**src/rtl/uart_pkg.sv**
```systemverilog
// Shared types and helpers for the configurable UART receiver.
package uart_pkg;

    typedef enum logic [2:0] {
        PAR_NONE  = 3'b000,
        PAR_ODD   = 3'b001,
        PAR_EVEN  = 3'b010,
        PAR_MARK  = 3'b011,
        PAR_SPACE = 3'b100
    } parity_e;

    typedef enum logic [2:0] {
        StIdle,
        StStart,
        StData,
        StParity,
        StStop,
        StBrkWait
    } rx_state_e;

    localparam int unsigned ST_PERR = 0;
    localparam int unsigned ST_FERR = 1;
    localparam int unsigned ST_BRK  = 2;
    localparam int unsigned STAT_W  = 3;

    function automatic parity_e decode_parity(input logic [2:0] code);
        case (code)
            3'b001:  return PAR_ODD;
            3'b010:  return PAR_EVEN;
            3'b011:  return PAR_MARK;
            3'b100:  return PAR_SPACE;
            default: return PAR_NONE;
        endcase
    endfunction

    // Unsupported character lengths fall back to the widest one.
    function automatic logic [3:0] clamp_dlen(input logic [3:0] dlen, input int unsigned max_w);
        if (dlen < 4'd5 || 32'(dlen) > max_w) begin
            return 4'(max_w);
        end
        return dlen;
    endfunction

endpackage

```
**src/rtl/uart_sync_fifo.sv**
```systemverilog
// Show-ahead synchronous FIFO with occupancy count; head is valid combinationally
// from the read pointer.
module uart_sync_fifo #(
    parameter int unsigned WIDTH = 12,
    parameter int unsigned DEPTH = 16
) (
    input  logic                     clk,
    input  logic                     rst,
    input  logic                     push,
    input  logic [WIDTH-1:0]         wdata,
    input  logic                     pop,
    output logic [WIDTH-1:0]         rdata,
    output logic                     full,
    output logic                     empty,
    output logic [$clog2(DEPTH):0]   cnt
);

    localparam int unsigned AW = $clog2(DEPTH);

    logic [WIDTH-1:0] mem [DEPTH];
    logic [AW-1:0]    wr_ptr_q;
    logic [AW-1:0]    rd_ptr_q;
    logic [AW:0]      cnt_q;
    logic             do_push;
    logic             do_pop;

    assign empty   = (cnt_q == '0);
    assign full    = (cnt_q == (AW+1)'(DEPTH));
    assign do_pop  = pop && !empty;
    // A pop frees the slot the push lands in, so a full FIFO can take both at once.
    assign do_push = push && (!full || do_pop);
    assign rdata   = mem[rd_ptr_q];
    assign cnt     = cnt_q;

    always_ff @(posedge clk) begin
        if (rst) begin
            wr_ptr_q <= '0;
            rd_ptr_q <= '0;
            cnt_q    <= '0;
        end else begin
            if (do_push) begin
                wr_ptr_q <= wr_ptr_q + AW'(1);
            end
            if (do_pop) begin
                rd_ptr_q <= rd_ptr_q + AW'(1);
            end
            case ({do_push, do_pop})
                2'b10:   cnt_q <= cnt_q + (AW+1)'(1);
                2'b01:   cnt_q <= cnt_q - (AW+1)'(1);
                default: cnt_q <= cnt_q;
            endcase
        end
    end

    always_ff @(posedge clk) begin
        if (do_push) begin
            mem[wr_ptr_q] <= wdata;
        end
    end

endmodule

```
**src/rtl/uart_rx_core.sv**
```systemverilog
// Oversampling UART receiver: 2-of-3 majority per bit, 5..DATA_W data bits, optional
// parity, 1/2 stop bits, break detection and a status-tagged receive FIFO.
module uart_rx_core
    import uart_pkg::*;
#(
    parameter int unsigned DATA_W      = 9,
    parameter int unsigned OVS         = 16,
    parameter int unsigned FIFO_DEPTH  = 16,
    parameter int unsigned SYNC_STAGES = 2
) (
    input  logic                          clk,
    input  logic                          rst,
    input  logic                          rxd_i,
    input  logic                          os_tick,
    input  logic                          rx_en,
    input  logic [3:0]                    cfg_dlen,
    input  logic [2:0]                    cfg_parity,
    input  logic                          cfg_stop2,
    output logic [DATA_W-1:0]             rdata,
    output logic [2:0]                    rstat,
    output logic                          rvalid,
    input  logic                          rready,
    output logic [$clog2(FIFO_DEPTH):0]   fifo_cnt,
    output logic                          overrun,
    input  logic                          ovr_clr,
    output logic                          busy
);

    localparam int unsigned CW = $clog2(OVS);
    localparam int unsigned WW = DATA_W + STAT_W;

    localparam logic [CW-1:0] CNT_S0  = CW'(OVS / 2 - 1);
    localparam logic [CW-1:0] CNT_S1  = CW'(OVS / 2);
    localparam logic [CW-1:0] CNT_RES = CW'(OVS / 2 + 1);
    localparam logic [CW-1:0] CNT_END = CW'(OVS - 1);

    logic [SYNC_STAGES-1:0] sync_q;
    logic                   rxs;
    logic                   rxs_prev_q;

    rx_state_e              state_q;
    rx_state_e              state_d;

    logic [CW-1:0]          cnt_q;
    logic [3:0]             bit_idx_q;
    logic [3:0]             dlen_q;
    parity_e                par_q;
    logic                   stop2_q;
    logic                   stop_idx_q;
    logic                   s0_q;
    logic                   s1_q;
    logic [DATA_W-1:0]      data_q;
    logic                   perr_q;
    logic                   ferr_q;
    logic                   brk_q;
    logic                   all_zero_q;
    logic                   overrun_q;

    logic                   start_edge;
    logic                   frame_start;
    logic                   in_frame;
    logic                   tick_res;
    logic                   tick_end;
    logic                   maj;
    logic                   last_data;
    logic                   perr_now;
    logic                   final_stop;
    logic                   brk_now;
    logic                   push;
    logic                   pop;
    logic                   drop;
    logic [STAT_W-1:0]      push_stat;
    logic [WW-1:0]          push_word;
    logic [WW-1:0]          head_word;
    logic                   fifo_full;
    logic                   fifo_empty;

    assign rxs         = sync_q[SYNC_STAGES-1];
    assign start_edge  = rxs_prev_q && !rxs;
    assign frame_start = (state_q == StIdle) && rx_en && start_edge;
    assign in_frame    = state_q inside {StStart, StData, StParity, StStop};
    assign tick_res    = os_tick && (cnt_q == CNT_RES);
    assign tick_end    = os_tick && (cnt_q == CNT_END);
    assign maj         = (s0_q & s1_q) | (s0_q & rxs) | (s1_q & rxs);
    assign last_data   = (bit_idx_q == dlen_q - 4'd1);

    always_comb begin
        perr_now = 1'b0;
        case (par_q)
            PAR_ODD:   perr_now = ~(^data_q ^ maj);
            PAR_EVEN:  perr_now = ^data_q ^ maj;
            PAR_MARK:  perr_now = ~maj;
            PAR_SPACE: perr_now = maj;
            default:   perr_now = 1'b0;
        endcase
    end

    // State register.
    always_ff @(posedge clk) begin
        if (rst) begin
            state_q <= StIdle;
        end else begin
            state_q <= state_d;
        end
    end

    // Next-state logic.
    always_comb begin
        state_d = state_q;
        case (state_q)
            StIdle: begin
                if (frame_start) begin
                    state_d = StStart;
                end
            end
            StStart: begin
                if (tick_res && maj) begin
                    state_d = StIdle;
                end else if (tick_end) begin
                    state_d = StData;
                end
            end
            StData: begin
                if (tick_end && last_data) begin
                    state_d = (par_q == PAR_NONE) ? StStop : StParity;
                end
            end
            StParity: begin
                if (tick_end) begin
                    state_d = StStop;
                end
            end
            StStop: begin
                if (final_stop) begin
                    state_d = brk_now ? StBrkWait : StIdle;
                end
            end
            StBrkWait: begin
                if (rxs) begin
                    state_d = StIdle;
                end
            end
            default: state_d = StIdle;
        endcase
        if (state_q != StIdle && !rx_en) begin
            state_d = StIdle;
        end
    end

    // Outputs and push decode.
    always_comb begin
        busy       = (state_q != StIdle);
        final_stop = 1'b0;
        brk_now    = brk_q;
        if (state_q == StStop && tick_res && rx_en) begin
            final_stop = !stop2_q || stop_idx_q;
        end
        if (state_q == StStop && !stop_idx_q) begin
            brk_now = all_zero_q && !maj;
        end
        push_stat          = '0;
        push_stat[ST_PERR] = perr_q;
        push_stat[ST_FERR] = ferr_q | ~maj | brk_now;
        push_stat[ST_BRK]  = brk_now;
        push               = final_stop;
    end

    assign push_word = {push_stat, data_q};

    always_ff @(posedge clk) begin
        if (rst) begin
            sync_q     <= '1;
            rxs_prev_q <= 1'b1;
            cnt_q      <= '0;
            bit_idx_q  <= '0;
            dlen_q     <= 4'(DATA_W);
            par_q      <= PAR_NONE;
            stop2_q    <= 1'b0;
            stop_idx_q <= 1'b0;
            s0_q       <= 1'b1;
            s1_q       <= 1'b1;
            data_q     <= '0;
            perr_q     <= 1'b0;
            ferr_q     <= 1'b0;
            brk_q      <= 1'b0;
            all_zero_q <= 1'b1;
        end else begin
            sync_q     <= {sync_q[SYNC_STAGES-2:0], rxd_i};
            rxs_prev_q <= rxs;
            if (frame_start) begin
                cnt_q      <= '0;
                bit_idx_q  <= '0;
                stop_idx_q <= 1'b0;
                data_q     <= '0;
                perr_q     <= 1'b0;
                ferr_q     <= 1'b0;
                brk_q      <= 1'b0;
                all_zero_q <= 1'b1;
                dlen_q     <= clamp_dlen(cfg_dlen, DATA_W);
                par_q      <= decode_parity(cfg_parity);
                stop2_q    <= cfg_stop2;
            end else if (in_frame && os_tick) begin
                cnt_q <= (cnt_q == CNT_END) ? '0 : cnt_q + CW'(1);
                if (cnt_q == CNT_S0) begin
                    s0_q <= rxs;
                end
                if (cnt_q == CNT_S1) begin
                    s1_q <= rxs;
                end
                if (cnt_q == CNT_RES) begin
                    case (state_q)
                        StData: begin
                            data_q[bit_idx_q] <= maj;
                            if (maj) begin
                                all_zero_q <= 1'b0;
                            end
                        end
                        StParity: begin
                            perr_q <= perr_now;
                            if (maj) begin
                                all_zero_q <= 1'b0;
                            end
                        end
                        StStop: begin
                            ferr_q <= ferr_q | ~maj;
                            if (!stop_idx_q) begin
                                brk_q <= brk_now;
                            end
                        end
                        default: ;
                    endcase
                end
                if (cnt_q == CNT_END) begin
                    if (state_q == StData) begin
                        bit_idx_q <= bit_idx_q + 4'd1;
                    end
                    if (state_q == StStop) begin
                        stop_idx_q <= 1'b1;
                    end
                end
            end
        end
    end

    assign pop  = rvalid && rready;
    assign drop = push && fifo_full && !pop;

    // Set wins over a simultaneous clear so a fresh drop is never lost.
    always_ff @(posedge clk) begin
        if (rst) begin
            overrun_q <= 1'b0;
        end else if (drop) begin
            overrun_q <= 1'b1;
        end else if (ovr_clr) begin
            overrun_q <= 1'b0;
        end
    end

    uart_sync_fifo #(
        .WIDTH (WW),
        .DEPTH (FIFO_DEPTH)
    ) u_fifo (
        .clk   (clk),
        .rst   (rst),
        .push  (push),
        .wdata (push_word),
        .pop   (pop),
        .rdata (head_word),
        .full  (fifo_full),
        .empty (fifo_empty),
        .cnt   (fifo_cnt)
    );

    assign rvalid  = !fifo_empty;
    assign rdata   = rvalid ? head_word[DATA_W-1:0] : '0;
    assign rstat   = rvalid ? head_word[WW-1:DATA_W] : '0;
    assign overrun = overrun_q;

endmodule

```
**config.mk**
```make
export PLATFORM = sky130hd
export DESIGN_NAME = uart_rx_core
export DESIGN_NICKNAME = d
export VERILOG_FILES = /design/src/rtl/uart_pkg.sv /design/src/rtl/uart_sync_fifo.sv /design/src/rtl/uart_rx_core.sv
export SDC_FILE = /design/constraint.sdc
export NUM_CORES = 1
export LEC_CHECK = 0
export CAP_MARGIN = 10
export CORE_MARGIN = 10
export CORE_UTILIZATION = 48
export CTS_BUF_LIST = sky130_fd_sc_hd__clkbuf_8
export CTS_CLUSTER_SIZE = 10
export DETAILED_ROUTE_END_ITERATION = 8
export HOLD_SLACK_MARGIN = 0.02
export PLACE_DENSITY_LB_ADDON = 0.1
export RECOVER_POWER = 100
export REMOVE_ABC_BUFFERS = 1
export SETUP_SLACK_MARGIN = 0.2
export SLEW_MARGIN = 25
export SYNTH_ARGS = -nofsm -noshare
export SYNTH_HDL_FRONTEND = slang
export SYNTH_SLANG_ARGS = --single-unit
```
**constraint.sdc**
```tcl
create_clock -name clk -period 3.05 [get_ports clk]
set_input_delay 0.305 -clock clk [delete_from_list [all_inputs] [get_ports clk]]
set_output_delay 0.305 -clock clk [all_outputs]
set_load 0.1 [all_outputs]
```
==> results.toml <==
[clock_tree]
cts_root_buffer = "clkbuf_8"
cts.clk_slew.worst_paths_ps = 60
tritoncts = "built"
hold_buffers = 0
cts_buffers = 40
cts-htree-levels = 2
cts_buffer_depth = 3
cts.sinks = 248
clock_latency_ps = 540

[sta]
drv_slew = 0
setup_viol = 0
fmax_ghz = 0.3436
layout_min_cycle_time_ps = 2910
relSlewSlack_pct = 10.10
hold_violations = 0
rsz0062_at_grt = "true"
fin_skew_ps = 14.33
max_slew.worst_pin.slew_ps = 1349
fin_ws_ps = 139.5
finalCritPeriodShare_pct = 95.43

[power_and_ir_drop]
power_frac_seq_pct = 58.2
p_int_w = 0.004896
p_total_w = 0.006192
clkPwrFrac_pct = 40.4
combPwrFrac_pct = 1.4
ir_drop_uv = 266.6
powerDensity_nw_per_um2 = 501.2
power.switching_w = 0.001296
p_leak_nw = 4.493
sw_frac_of_total_pct = 20.93

[routing]
drt_iter0_drc = 355
antenna_left = 0
wl_per_cell_um = 21.70
via_per_inst = 5.663
vias = 5878
first_pass_iters = 5
drc = 0
routed_wl_um = 22520

[yosys]
synth_ff_type = "edfxtp_1"
syn_area_um2 = 10390
synth_seq_area_share_pct = 66.29
syn-mean-instance-area_um2 = 16.13
synth_commonest_cells = "edfxtp_1, mux4_2, dfxtp_1, nor2_1, nand2_1"
ys_ff_latch = 248
ys_warn_count = 0
yosys.area.top_type_share_pct = 55.50
async_flop_share_pct = 0
synth-edff-count = 192
synthTopCellsByArea = "edfxtp_1, mux4_2, dfxtp_1"
ys_types = 57
yosysMostFrequentCell = "edfxtp_1"
synthCells = 644
yosysTopAreaCell = "edfxtp_1"

[final_layout]
fillers = 1654
multi_input_area_um2 = 3415
seq_area_um2 = 6895
drive_gt1_share_pct = 25.56
insertedDiodeCount = 0
nNetsFinal = 767
syn_to_final_growth_pct = 18.92

[worst_setup_path]
start_kind = "flop"
critPathKind = "reg -> out"
critPathMaxStageDelay_ps = 480
worstReg2RegStart = "cnt_q[1]"
r2r_slack_ps = 170
crit_slowest_cell = "mux4_2"
end_kind = "primary output"
path_max_fanout = 6
crit_arrival_ps = 2610
r2r_cells = 14
crit_top_cell = "buf_12"
r2r-end = "u_fifo.cnt[4]"
crit_family = "multiplexers"
worst-path-buf-inv = 4
cp.depth = 7
cp_data_required_time_ps = 2740
crit_chain = "buf_12, buf_12, buf_16, mux4_2, mux4_2, and2_4, buf_12"

[floorplan]
io_pins = 35
start_util_pct = 49.11
core-area_um2 = 21150
die_area_um2 = 27930
dieWidth_um = 167.1
die_y_um = 167.1
rows = 53

[global_route]
grt_pass1_vias = 6145
grt_pass1_wl_um = 35150
grt_max_degree = 49
grt.overflow.total = 0
grt_usage_pct = 15.95
antenna_found_initial = 0

[place]
dp_slack_ps = -52.46
hpwl_um = 13270
io_buffers = 34
place_congestion = 0.8294

[hold_path]
worst_hold_path.num_cells = 2
worstHoldStart = "rxd_i"
min_to = "sync_q[0]"
hp-class = "in -> reg"

[status]
outcome = "finished clean"

[flow_run]
cap_violations = 0
## cell type report
cell class / count / share of cell area, %
Clock buffer: 42 / 4.679
Clock inverter: 27 / 0.8710
Inverter: 20 / 0.6077
Multi-Input combinational cell: 346 / 27.64
Sequential cell: 248 / 55.81
Tap cell: 275 / 2.785
Timing Repair Buffer: 80 / 7.606
## power groups by stage
stage	clock network, W	registers (W)	logic (W)
floorplan	0	0.00367	0.0000460
global placement	0	0.00367	0.0000846
detailed placement	0	0.00367	0.0000874
CTS	0.00256	0.00360	0.0000879
global route	0.00272	0.00360	0.0000929
finish	0.00250	0.00360	0.0000861
## cells in the final DEF (no fill, tap or decap), drive strengths merged, types with 17 or more instances in the layout
| cell type | instances |
|---|---|
| nand2 | 20 |
| mux4 | 60 |
| inv | 40 |
| mux2i | 19 |
| buf | 53 |
| xnor2 | 17 |
| dfxtp | 56 |
| and2 | 18 |
| clkbuf | 54 |
| nor2 | 55 |
| edfxtp | 192 |
## worst reg2reg max path, cell delays in order (launching register included)
cell,delay [ps]
dfxtp_1,350
inv_2,80
ha_2,180
and4b_1,250
nand3_2,120
nor3_4,160
inv_2,70
ha_4,190
xor2_1,140
ha_1,200
a21oi_2,180
o22ai_2,120
a222oi_1,440
or3_1,170
a21oi_1,50
## per-layer routing
layer	wire length (µm)	up-vias	track usage, %	share of wire [%]
li1	-	2680	-	-
met1	9233	3004	19.37	41
met2	11720	146	27.79	52
met3	1022	48	2.832	4.5
met4	543	0	5.880	2.4
met5	0	-	0	0
## state kept, by name, summed over array words and instances, names as in the netlist, 2 cells and up, named ones only
name and cells:
u_fifo.mem 192, data_q 9, u_fifo.cnt 5, bit_idx_q 4, cnt_q 4, dlen_q 4
u_fifo.rd_ptr_q 4, u_fifo.wr_ptr_q 4, par_q 3, state_q 3, sync_q 2
## per-stage QoR
step           utilization [%]  hold slack, ps  setup TNS, ps  cell area, µm²  std cells
2_1_floorplan                -           374.1         -66120           10240        614
3_3_place_gp             53.72           393.4              0           11360        955
3_5_place_dp             53.72           396.7         -52.46           11360        955
4_1_cts                  58.17           318.8              0           12300       1036
5_1_grt                  58.40           335.6              0           12350       1038
6_report                 58.40           334.3              0           12350       1038
## logic make-up after synthesis
family	count (synthesis)	share of synthesized area [%]
XOR/XNOR	29	2.722
multiplexers	79	14.84
AND/OR/NAND/NOR	173	8.937
adder cells (fa/ha/maj)	17	2.035
buffers and inverters	50	2.180
flip-flops	248	66.29
AO/OA/AOI/OAI	48	2.999
## what timing repair did
item,CTS,global route
resized for setup,18,18
cloned,4,1
pin swaps,2,7
setup endpoints to repair,12,14
setup buffers,8,1
## how the worst max path moves through the flow
stage,startpoint,endpoint,slack (ps)
2_1_floorplan,flop,rdata[0],-940
3_3_place_gp,os_tick,u_fifo.cnt[4],140
3_5_place_dp,os_tick,u_fifo.cnt[4],-50
4_1_cts,flop,rdata[4],120
5_1_grt,cnt_q[1],u_fifo.cnt[4],30
6_report,flop,rdata[7],140
(Power assumes the default switching activity.)
